===== src/rtl/pc_irq_unit.sv =====
// pc_irq_unit: program counter with vectored, prioritised, nestable interrupts.
// The EPC stack holds {return pc, source id} per nesting level; index 0 is the
// outermost level and the entry at level-1 is the top.
// Ports:
//   clk, reset (async, active-low)
//   enable/button   input-wait hold and its release
//   halt            force pc to HALT_ADDR
//   jump/branch/out1ULA/addr   control-flow redirect
//   irq/irq_mask    level-sensitive requests, 1 = masked
//   reti            return from interrupt
//   loading/ctx_busy            pc stalls
//   ctx_restore_valid/ctx_restored_PC   install a restored pc as the top EPC
//   pc, JalAddress, EPC, irq_ack, in_isr, isr_level, active_irq (all registered)
module pc_irq_unit #(
   parameter int unsigned ADDR_W     = 12,
   parameter int unsigned NUM_IRQ    = 4,
   parameter int unsigned NEST_DEPTH = 2,
   parameter int unsigned RESET_ADDR = 0,
   parameter int unsigned ISR_BASE   = 83,
   parameter int unsigned ISR_STRIDE = 16,
   parameter int unsigned HALT_ADDR  = 157,
   parameter int unsigned USER_BASE  = 512
) (
   input  logic                        clk,
   input  logic                        reset,
   input  logic                        enable,
   input  logic                        button,
   input  logic                        halt,
   input  logic                        jump,
   input  logic                        branch,
   input  logic                        out1ULA,
   input  logic [ADDR_W-1:0]           addr,
   input  logic [NUM_IRQ-1:0]          irq,
   input  logic [NUM_IRQ-1:0]          irq_mask,
   input  logic                        reti,
   input  logic                        loading,
   input  logic                        ctx_busy,
   input  logic                        ctx_restore_valid,
   input  logic [ADDR_W-1:0]           ctx_restored_PC,
   output logic [ADDR_W-1:0]           pc,
   output logic [ADDR_W-1:0]           JalAddress,
   output logic [ADDR_W-1:0]           EPC,
   output logic [NUM_IRQ-1:0]          irq_ack,
   output logic                        in_isr,
   output logic [$clog2(NEST_DEPTH+1)-1:0]                 isr_level,
   output logic [((NUM_IRQ > 1) ? $clog2(NUM_IRQ) : 1)-1:0] active_irq
);

   localparam int unsigned LVL_W = $clog2(NEST_DEPTH + 1);
   localparam int unsigned ID_W  = (NUM_IRQ > 1) ? $clog2(NUM_IRQ) : 1;
   localparam int unsigned IDX_W = (NEST_DEPTH > 1) ? $clog2(NEST_DEPTH) : 1;

   logic [ADDR_W-1:0]  pc_q, pc_d;
   logic [ADDR_W-1:0]  jal_q, jal_d;
   logic [ADDR_W-1:0]  epc_q, epc_d;
   logic [NUM_IRQ-1:0] ack_q, ack_d;
   logic [LVL_W-1:0]   level_q, level_d;
   logic [ID_W-1:0]    active_q, active_d;
   logic               in_isr_q, in_isr_d;
   logic [ADDR_W-1:0]  epc_stk_q [NEST_DEPTH];
   logic [ADDR_W-1:0]  epc_stk_d [NEST_DEPTH];
   logic [ID_W-1:0]    id_stk_q  [NEST_DEPTH];
   logic [ID_W-1:0]    id_stk_d  [NEST_DEPTH];

   logic [NUM_IRQ-1:0] eligible;
   logic [ID_W-1:0]    winner;
   logic [ID_W-1:0]    top_id;
   logic [IDX_W-1:0]   top_idx;
   logic [IDX_W-1:0]   push_idx;
   logic [IDX_W-1:0]   next_top_idx;
   logic               has_lvl;
   logic               take;

   // Next-state: one fixed priority chain decides the whole cycle
   always_comb begin
      pc_d      = pc_q;
      jal_d     = jal_q;
      level_d   = level_q;
      ack_d     = '0;
      epc_stk_d = epc_stk_q;
      id_stk_d  = id_stk_q;

      eligible = irq & ~irq_mask;
      winner   = '0;
      // Scan downward so the lowest set index is the final winner
      for (int i = NUM_IRQ - 1; i >= 0; i--) begin
         if (eligible[i]) winner = ID_W'(i);
      end

      has_lvl  = (level_q != '0);
      top_idx  = IDX_W'(level_q - LVL_W'(1));
      push_idx = IDX_W'(level_q);
      top_id   = id_stk_q[top_idx];

      // ack_q guard stops a source whose clear is still in flight being re-taken
      take = (eligible != '0) && (ack_q == '0) && !halt && !enable && !ctx_busy &&
             (level_q < LVL_W'(NEST_DEPTH)) && (!has_lvl || (winner < top_id));

      if (take) begin
         epc_stk_d[push_idx] = pc_q + ADDR_W'(1);
         id_stk_d[push_idx]  = winner;
         pc_d    = ADDR_W'(ISR_BASE) + ADDR_W'(ADDR_W'(ISR_STRIDE) * ADDR_W'(winner));
         level_d = level_q + LVL_W'(1);
      end else if (ctx_restore_valid) begin
         if (has_lvl) begin
            epc_stk_d[top_idx] = ctx_restored_PC;
            ack_d[top_id]      = 1'b1;
         end else begin
            epc_stk_d[0] = ctx_restored_PC;
            id_stk_d[0]  = '0;
            level_d      = LVL_W'(1);
            ack_d[0]     = 1'b1;
         end
      end else if (reti && has_lvl) begin
         pc_d               = epc_stk_q[top_idx];
         epc_stk_d[top_idx] = '0;
         id_stk_d[top_idx]  = '0;
         level_d            = level_q - LVL_W'(1);
         ack_d[top_id]      = 1'b1;
      end else if (halt) begin
         pc_d = ADDR_W'(HALT_ADDR);
      end else if (enable && !button) begin
         pc_d = pc_q;
      end else if (jump) begin
         jal_d = pc_q + ADDR_W'(1);
         pc_d  = addr;
         // Jumping into user space abandons every open ISR level
         if (has_lvl && (32'(addr) >= 32'(USER_BASE))) begin
            level_d       = '0;
            ack_d[top_id] = 1'b1;
            for (int i = 0; i < NEST_DEPTH; i++) begin
               epc_stk_d[i] = '0;
               id_stk_d[i]  = '0;
            end
         end
      end else if (branch && out1ULA) begin
         pc_d = addr;
      end else if (ctx_busy || loading) begin
         pc_d = pc_q;
      end else begin
         pc_d = pc_q + ADDR_W'(1);
      end

      // Top-of-stack views are registered from the next stack state
      next_top_idx = IDX_W'(level_d - LVL_W'(1));
      in_isr_d     = (level_d != '0);
      epc_d        = in_isr_d ? epc_stk_d[next_top_idx] : '0;
      active_d     = in_isr_d ? id_stk_d[next_top_idx] : '0;
   end

   // State registers
   always_ff @(posedge clk or negedge reset) begin
      if (!reset) begin
         pc_q     <= ADDR_W'(RESET_ADDR);
         jal_q    <= '0;
         epc_q    <= '0;
         ack_q    <= '0;
         level_q  <= '0;
         active_q <= '0;
         in_isr_q <= 1'b0;
         for (int i = 0; i < NEST_DEPTH; i++) begin
            epc_stk_q[i] <= '0;
            id_stk_q[i]  <= '0;
         end
      end else begin
         pc_q      <= pc_d;
         jal_q     <= jal_d;
         epc_q     <= epc_d;
         ack_q     <= ack_d;
         level_q   <= level_d;
         active_q  <= active_d;
         in_isr_q  <= in_isr_d;
         epc_stk_q <= epc_stk_d;
         id_stk_q  <= id_stk_d;
      end
   end

   assign pc         = pc_q;
   assign JalAddress = jal_q;
   assign EPC        = epc_q;
   assign irq_ack    = ack_q;
   assign in_isr     = in_isr_q;
   assign isr_level  = level_q;
   assign active_irq = active_q;

endmodule


===== config.mk =====
export PLATFORM = sky130hd
export DESIGN_NAME = pc_irq_unit
export DESIGN_NICKNAME = d
export VERILOG_FILES = /design/src/rtl/pc_irq_unit.sv
export SDC_FILE = /design/constraint.sdc
export NUM_CORES = 1
export LEC_CHECK = 0
export BUFFER_PORTS_ARGS = -buffer_cell sky130_fd_sc_hd__clkbuf_2
export CORE_MARGIN = 4
export CORE_UTILIZATION = 40
export DETAILED_ROUTE_END_ITERATION = 12
export GPL_ROUTABILITY_DRIVEN = 0
export PLACE_DENSITY = 0.68
export SLEW_MARGIN = 20
export SYNTH_ARGS = -nofsm -noshare
export SYNTH_HDL_FRONTEND = slang
export SYNTH_SLANG_ARGS = --single-unit

===== constraint.sdc =====
create_clock -name clk -period 7.1 [get_ports clk]
set_input_delay 1.42 -clock clk [delete_from_list [all_inputs] [get_ports clk]]
set_output_delay 1.42 -clock clk [all_outputs]
set_load 0.02 [all_outputs]

Yosys cells after proc, flatten, opt, wreduce, memory -nomap -nowiden
Cells that the tools add are included.
{"block": "word_totals", "latchBits": 0, "mem_bits_rw": 0, "output_inout_bits": 45, "regBits": 73, "inputBits": 44, "mem_count": 0, "elab_cells": 143, "rom_bits": 0}
{"block": "classes", "n_eq_ne": 3, "muxes": 74, "reduce_logical": 26, "multipliers": 0, "n_lt_le_gt_ge": 10, "div_mod_pow": 0, "bitwise": 14, "shifts": 0, "add_sub_neg": 5}
{"operator": "$mux W12", "count": 19}
{"operator": "$mux W24", "count": 7}
{"operator": "$mux W4", "count": 13}
{"operator": "$bwmux W24", "count": 2}
{"operator": "$mux W2", "count": 24}
{"operator": "$and A24 B24 Y24", "count": 1}
{"operator": "$demux W12 S1", "count": 2}
{"operator": "$not A24 Y24", "count": 1}
{"operator": "$logic_and A1 B1 Y1", "count": 13}
{"operator": "$add A12 B1 Y12 const B", "count": 1}
{"operator": "$ge A12 B10 Y1 const B", "count": 1}
{"operator": "$add A7 B6 Y8 const A", "count": 1}
{"operator": "$and A4 B4 Y4", "count": 2}
{"operator": "$not A4 Y4", "count": 2}
{"operator": "$ge A2 B2 Y1 const B", "count": 3}
{"operator": "$ne A6 B6 Y1 const B", "count": 1}
{"operator": "$not A1 Y2", "count": 3}
{"operator": "$reduce_and A6 Y1", "count": 1}
{"operator": "$logic_not A1 Y1", "count": 5}
{"operator": "$not A1 Y1", "count": 5}
{"operator": "$bwmux W4", "count": 1}
{"operator": "$demux W2 S1", "count": 2}
{"operator": "$logic_not A4 Y1", "count": 1}
{"operator": "$lt A2 B1 Y1 const B", "count": 2}
{"operator": "16 further kinds", "count": 19}

Longest topological paths before layout
{"block": "depth", "ltp_word": 16, "depth_mapped": 14, "depth_no_buf": 9}

Worst setup path after synthesis
OpenSTA, ideal clock, no wires.
{"block": "synth_path", "path_kind": "input port to flip-flop", "start": "input irq[2]", "end": "register epc_q[5] (netlist: EPC[5])", "slack_ns": 3.445, "setup_time_ns": 0.126, "path_buffers": 2, "path_stages": 10, "required_ns": 6.974, "t_arrival_ns": 3.529, "path_cell_list": "nor2b_1 o21ai_0 inv_1 ha_1 a221oi_2 and2_1 buf_4 buf_6 mux2_2 a221o_1"}
{"item": "start, declared", "line_no": "33", "source": "input logic [NUM_IRQ-1:0] irq,"}
{"item": "end signal, assigned", "line_no": "168", "source": "epc_q <= epc_d;"}
{"item": "end, declared", "line_no": "55", "source": "logic [ADDR_W-1:0] epc_q, epc_d;"}

Worst setup path in the final report
{"block": "layout_path", "start": "register level_q[0] (netlist: isr_level[0])", "end": "register pc_q[6] (netlist: pc[6])"}
{"block": "layout_between", "elab_chain_cells": 10, "elab_cells_between_ends": 23, "classes_between": "add/sub (1); order compare (2); eq/ne (3); mux (9); bitwise (1); reduce/logical (7)"}
{"item": "start, declared", "line_no": "57", "source": "logic [LVL_W-1:0] level_q, level_d;"}
{"item": "start signal, assigned", "line_no": "170", "source": "level_q <= level_d;"}
{"item": "$sub A2 B1 Y2"}
{"item": "$not A1 Y2 (not written as such)", "line_no": "93, 115"}
{"item": "$mux W2 (not written as such) (3 in series)", "line_no": "93", "source": "top_id = id_stk_q[top_idx];"}
{"item": "$lt A2 B2 Y1", "line_no": "97", "source": "(level_q < LVL_W'(NEST_DEPTH)) && (!has_lvl || (winner < top_id));"}
{"item": "$logic_or A1 B1 Y1", "line_no": "97"}
{"item": "$logic_and A1 B1 Y1", "line_no": "97"}
{"item": "$ne A6 B6 Y1 (no source line) (tied with other cells)"}
{"item": "$reduce_and A3 Y1 (no source line)"}
{"item": "end signal, assigned", "line_no": "154", "source": "pc_q <= ADDR_W'(RESET_ADDR);"}
{"item": "end signal, assigned", "line_no": "166", "source": "pc_q <= pc_d;"}
{"item": "end, declared", "line_no": "53", "source": "logic [ADDR_W-1:0] pc_q, pc_d;"}
Several ways; a longest one is shown, not always the timed one. The select of a mux whose other input is x is not followed.
A chain may end at the register's enable or synchronous reset.

==> impl_metrics.tcl <==
set metrics [dict create \
    yosys-top-cells-area "dfrtp_1 39%, mux2i_1 6.9%, mux2_2 5.4%" \
    place_ws_ps 2520 \
    slowest_delay_ps 850 \
    fillers 1060 \
    drive_above_1_share_pct 26.3 \
    yosysTopAreaCellShare_pct 39.5 \
    hp-class "reg -> reg" \
    cts_made_buffers 9 \
    firstDrtPassIters 5 \
    cap_violations 0 \
    synth_fa_ha_area_share_pct 1.35 \
    ys_warn_count 0 \
    setup_ws_ps 2600 \
    dr_total_vias 4226 \
    overflow 0 \
    h-tree-depth 3 \
    crit_slowest_cell "a21oi_1" \
    cts_tree "built" \
    dieWidth_um 116 \
    syn_to_final_growth_pct 18.0 \
    yosys.area_share.simple_pct 13.9 \
    clock_path_buffers 2 \
    via_per_inst 5.89 \
    path_common_cell "a21oi_1" \
    grt_start_max_net_pins 74 \
    syn_area_um2 4630 \
    antenna_found_initial 0 \
    finalCritPeriodShare_pct 63.3 \
    syn_nets 543 \
    power.density_nw_per_um2 396 \
    muxShareOfSynthArea_pct 15.1 \
    synth_top_family_by_area "compound AO/OA/AOI/OAI gates" \
    skew_ps 7.04 \
    dr.first_iter.drc_count 380 \
    p_leak_uw 0.00252 \
    rsz0062_at_grt "false" \
    slew_viol_final 0 \
    synth.distinct_cells 51 \
    antenna_cells 0 \
    path_cells "buf_4, inv_1, ha_1, nor2b_1, nor2_1, a21oi_1, o21ai_0, a21oi_1, o22ai_1" \
    routed_wl_um 14000 \
    worst_ep_arrival_time_ps 4700 \
    postCtsHoldBufs 0 \
    timing.setup.tns_ps 0 \
    synth-xor-area-share_pct 2.27 \
    clk_pin_slew_worst_paths_ps 60 \
    status "finished clean" \
    final_util_pct 48.0 \
    io_buffer_count 88 \
    die_h_um 116 \
    relSlewSlack_pct 34.7 \
    ir_drop_mv 0.215 \
    synth_ff_type "dfrtp_1" \
    coreArea_um2 11400 \
    critPathLaunchType "register" \
    async_flop_share_pct 100 \
    drc 0 \
    end_kind "register" \
    synth_edf_count 0 \
    finalHoldViolCount 0 \
    min_period_ps 4500 \
    start_util_pct 40.7 \
    cts-resized-gates 0 \
    critical_path_class "reg -> reg" \
    cp_max_fo 58 \
    synth_area_per_cell_um2 9.37 \
    final_nets 618 \
    grt_pass1_vias 4256 \
    synth_top_area_cell "dfrtp_1" \
    die_area_um2 13400 \
    synth-seq-cells 73 \
    clock_tree.root_cell "clkbuf_16" \
    grt_pass1_wl_um 22400 \
    rows 39 \
    r2r_slack_ps 2600 \
    clock_latency_ps 340 \
    ioPinCount 89 \
    tightestPinTransition_ps 979 \
    crit_buf_inv 2 \
    synth_compound_area_share_pct 22.9 \
    hpwl_um 9860 \
    cts_setup_buffers 0 \
    ant_nets 0 \
    wl_per_cell_um 19.5 \
    grt_usage_pct 21.5 \
    clock_sinks 73 \
    max_freq_mhz 222 \
    crit_family "compound AO/OA/AOI/OAI gates" \
    synthCells 494 \
    ys_seq_area_share_pct 39.5 \
    cp.required_ps 7300 \
    setup_viol 0 \
]
registers in the layout, summed over array words and instances, names as in the netlist:
signal / flops
pc: 12
id_stk_q: 4
isr_level: 2
JalAddress: 12
in_isr: 1
epc_stk_q: 24
EPC: 12
irq_ack: 4
active_irq: 2
cell usage after synthesis, types with 13 or more instances:
| library cell | n |
|---|---|
| a21oi_1 | 35 |
| a22oi_1 | 13 |
| clkbuf_1 | 17 |
| dfrtp_1 | 73 |
| inv_1 | 19 |
| mux2_2 | 22 |
| mux2i_1 | 32 |
| nand2_1 | 39 |
| nor2_1 | 31 |
| o21ai_0 | 43 |
worst reg2reg max path, cell delays in order, from the launching register on:
cell	delay [ps]
dfrtp_2	330
buf_4	540
inv_1	590
ha_1	520
nor2b_1	690
nor2_1	370
a21oi_1	850
o21ai_0	220
a21oi_1	170
o22ai_1	100
layout make-up:
| cell class | instances | area (um^2) | share of cell area [%] |
|---|---|---|---|
| clock buffer | 14 | 274 | 5.02 |
| multi-input combinational | 369 | 2570 | 47.1 |
| clock inverter | 2 | 35.0 | 0.641 |
| inverter | 20 | 75.1 | 1.37 |
| timing repair buffer | 96 | 500 | 9.16 |
| sequential | 73 | 1830 | 33.5 |
| tap | 143 | 179 | 3.28 |
stage by stage:
step | hold WS (ps) | power, uW | instances | cell area, um^2
final | 505 | 2160 | 717 | 5460
after global routing | 523 | 2290 | 717 | 5460
after CTS | 509 | 2160 | 717 | 5460
after detailed placement | 495 | 1680 | 701 | 5150
after global placement | 492 | 1660 | 701 | 5150
after floorplan | 500 | 1370 | 494 | 4630
per-layer routing:
layer | up-vias | wire length [um] | GRT usage, %
met5 | - | 0 | 0
met4 | 0 | 244 | 7.82
met3 | 19 | 1110 | 4.18
met2 | 184 | 6590 | 35.1
met1 | 2061 | 6020 | 28.6
li1 | 1962 | - | -
power by group:
part / total, uW / internal [uW] / switching [uW]
logic: 984 / 386 / 598
registers: 705 / 568 / 137
clock network: 473 / 301 / 172
final timing paths:
kind                                                 from                        end  cells after the start
max in group asynchronous                           reset     isr_level[0]$_DFF_PN0_                      2
worst max-delay path               isr_level[0]$_DFF_PN0_          pc[6]$_DFFE_PN0P_                      9
worst min register to register  JalAddress[1]$_DFFE_PN0P_  JalAddress[1]$_DFFE_PN0P_                      1
worst min-delay path            JalAddress[1]$_DFFE_PN0P_  JalAddress[1]$_DFFE_PN0P_                      1
min in group asynchronous                           reset    epc_stk_q[13]$_DFF_PN0_                      2
worst max register to register     isr_level[0]$_DFF_PN0_          pc[6]$_DFFE_PN0P_                      9
cell families after synthesis:
group	Yosys count
fa+ha+maj	5
mux	63
xor+xnor	12
simple gates	134
flops	73
compound gates	155
buf+inv	52
cell usage in the layout (no fill, tap or decap), types with 11 or more instances in the layout:
| master | synthesis | routed |
|---|---|---|
| a22oi_1 | 13 | 13 |
| nand2_1 | 39 | 39 |
| mux2i_1 | 32 | 32 |
| o21ai_0 | 43 | 43 |
| nand2b_1 | 12 | 12 |
| a21oi_1 | 35 | 35 |
| clkbuf_2 | 0 | 87 |
| nor2_1 | 31 | 30 |
| dfrtp_1 | 73 | 72 |
| mux2_2 | 22 | 22 |
| nor3_1 | 12 | 12 |
| nor2b_1 | 11 | 11 |
| inv_1 | 19 | 19 |
| o2bb2ai_1 | 12 | 12 |
No activity file was read; power rests on OpenSTA's default activity.
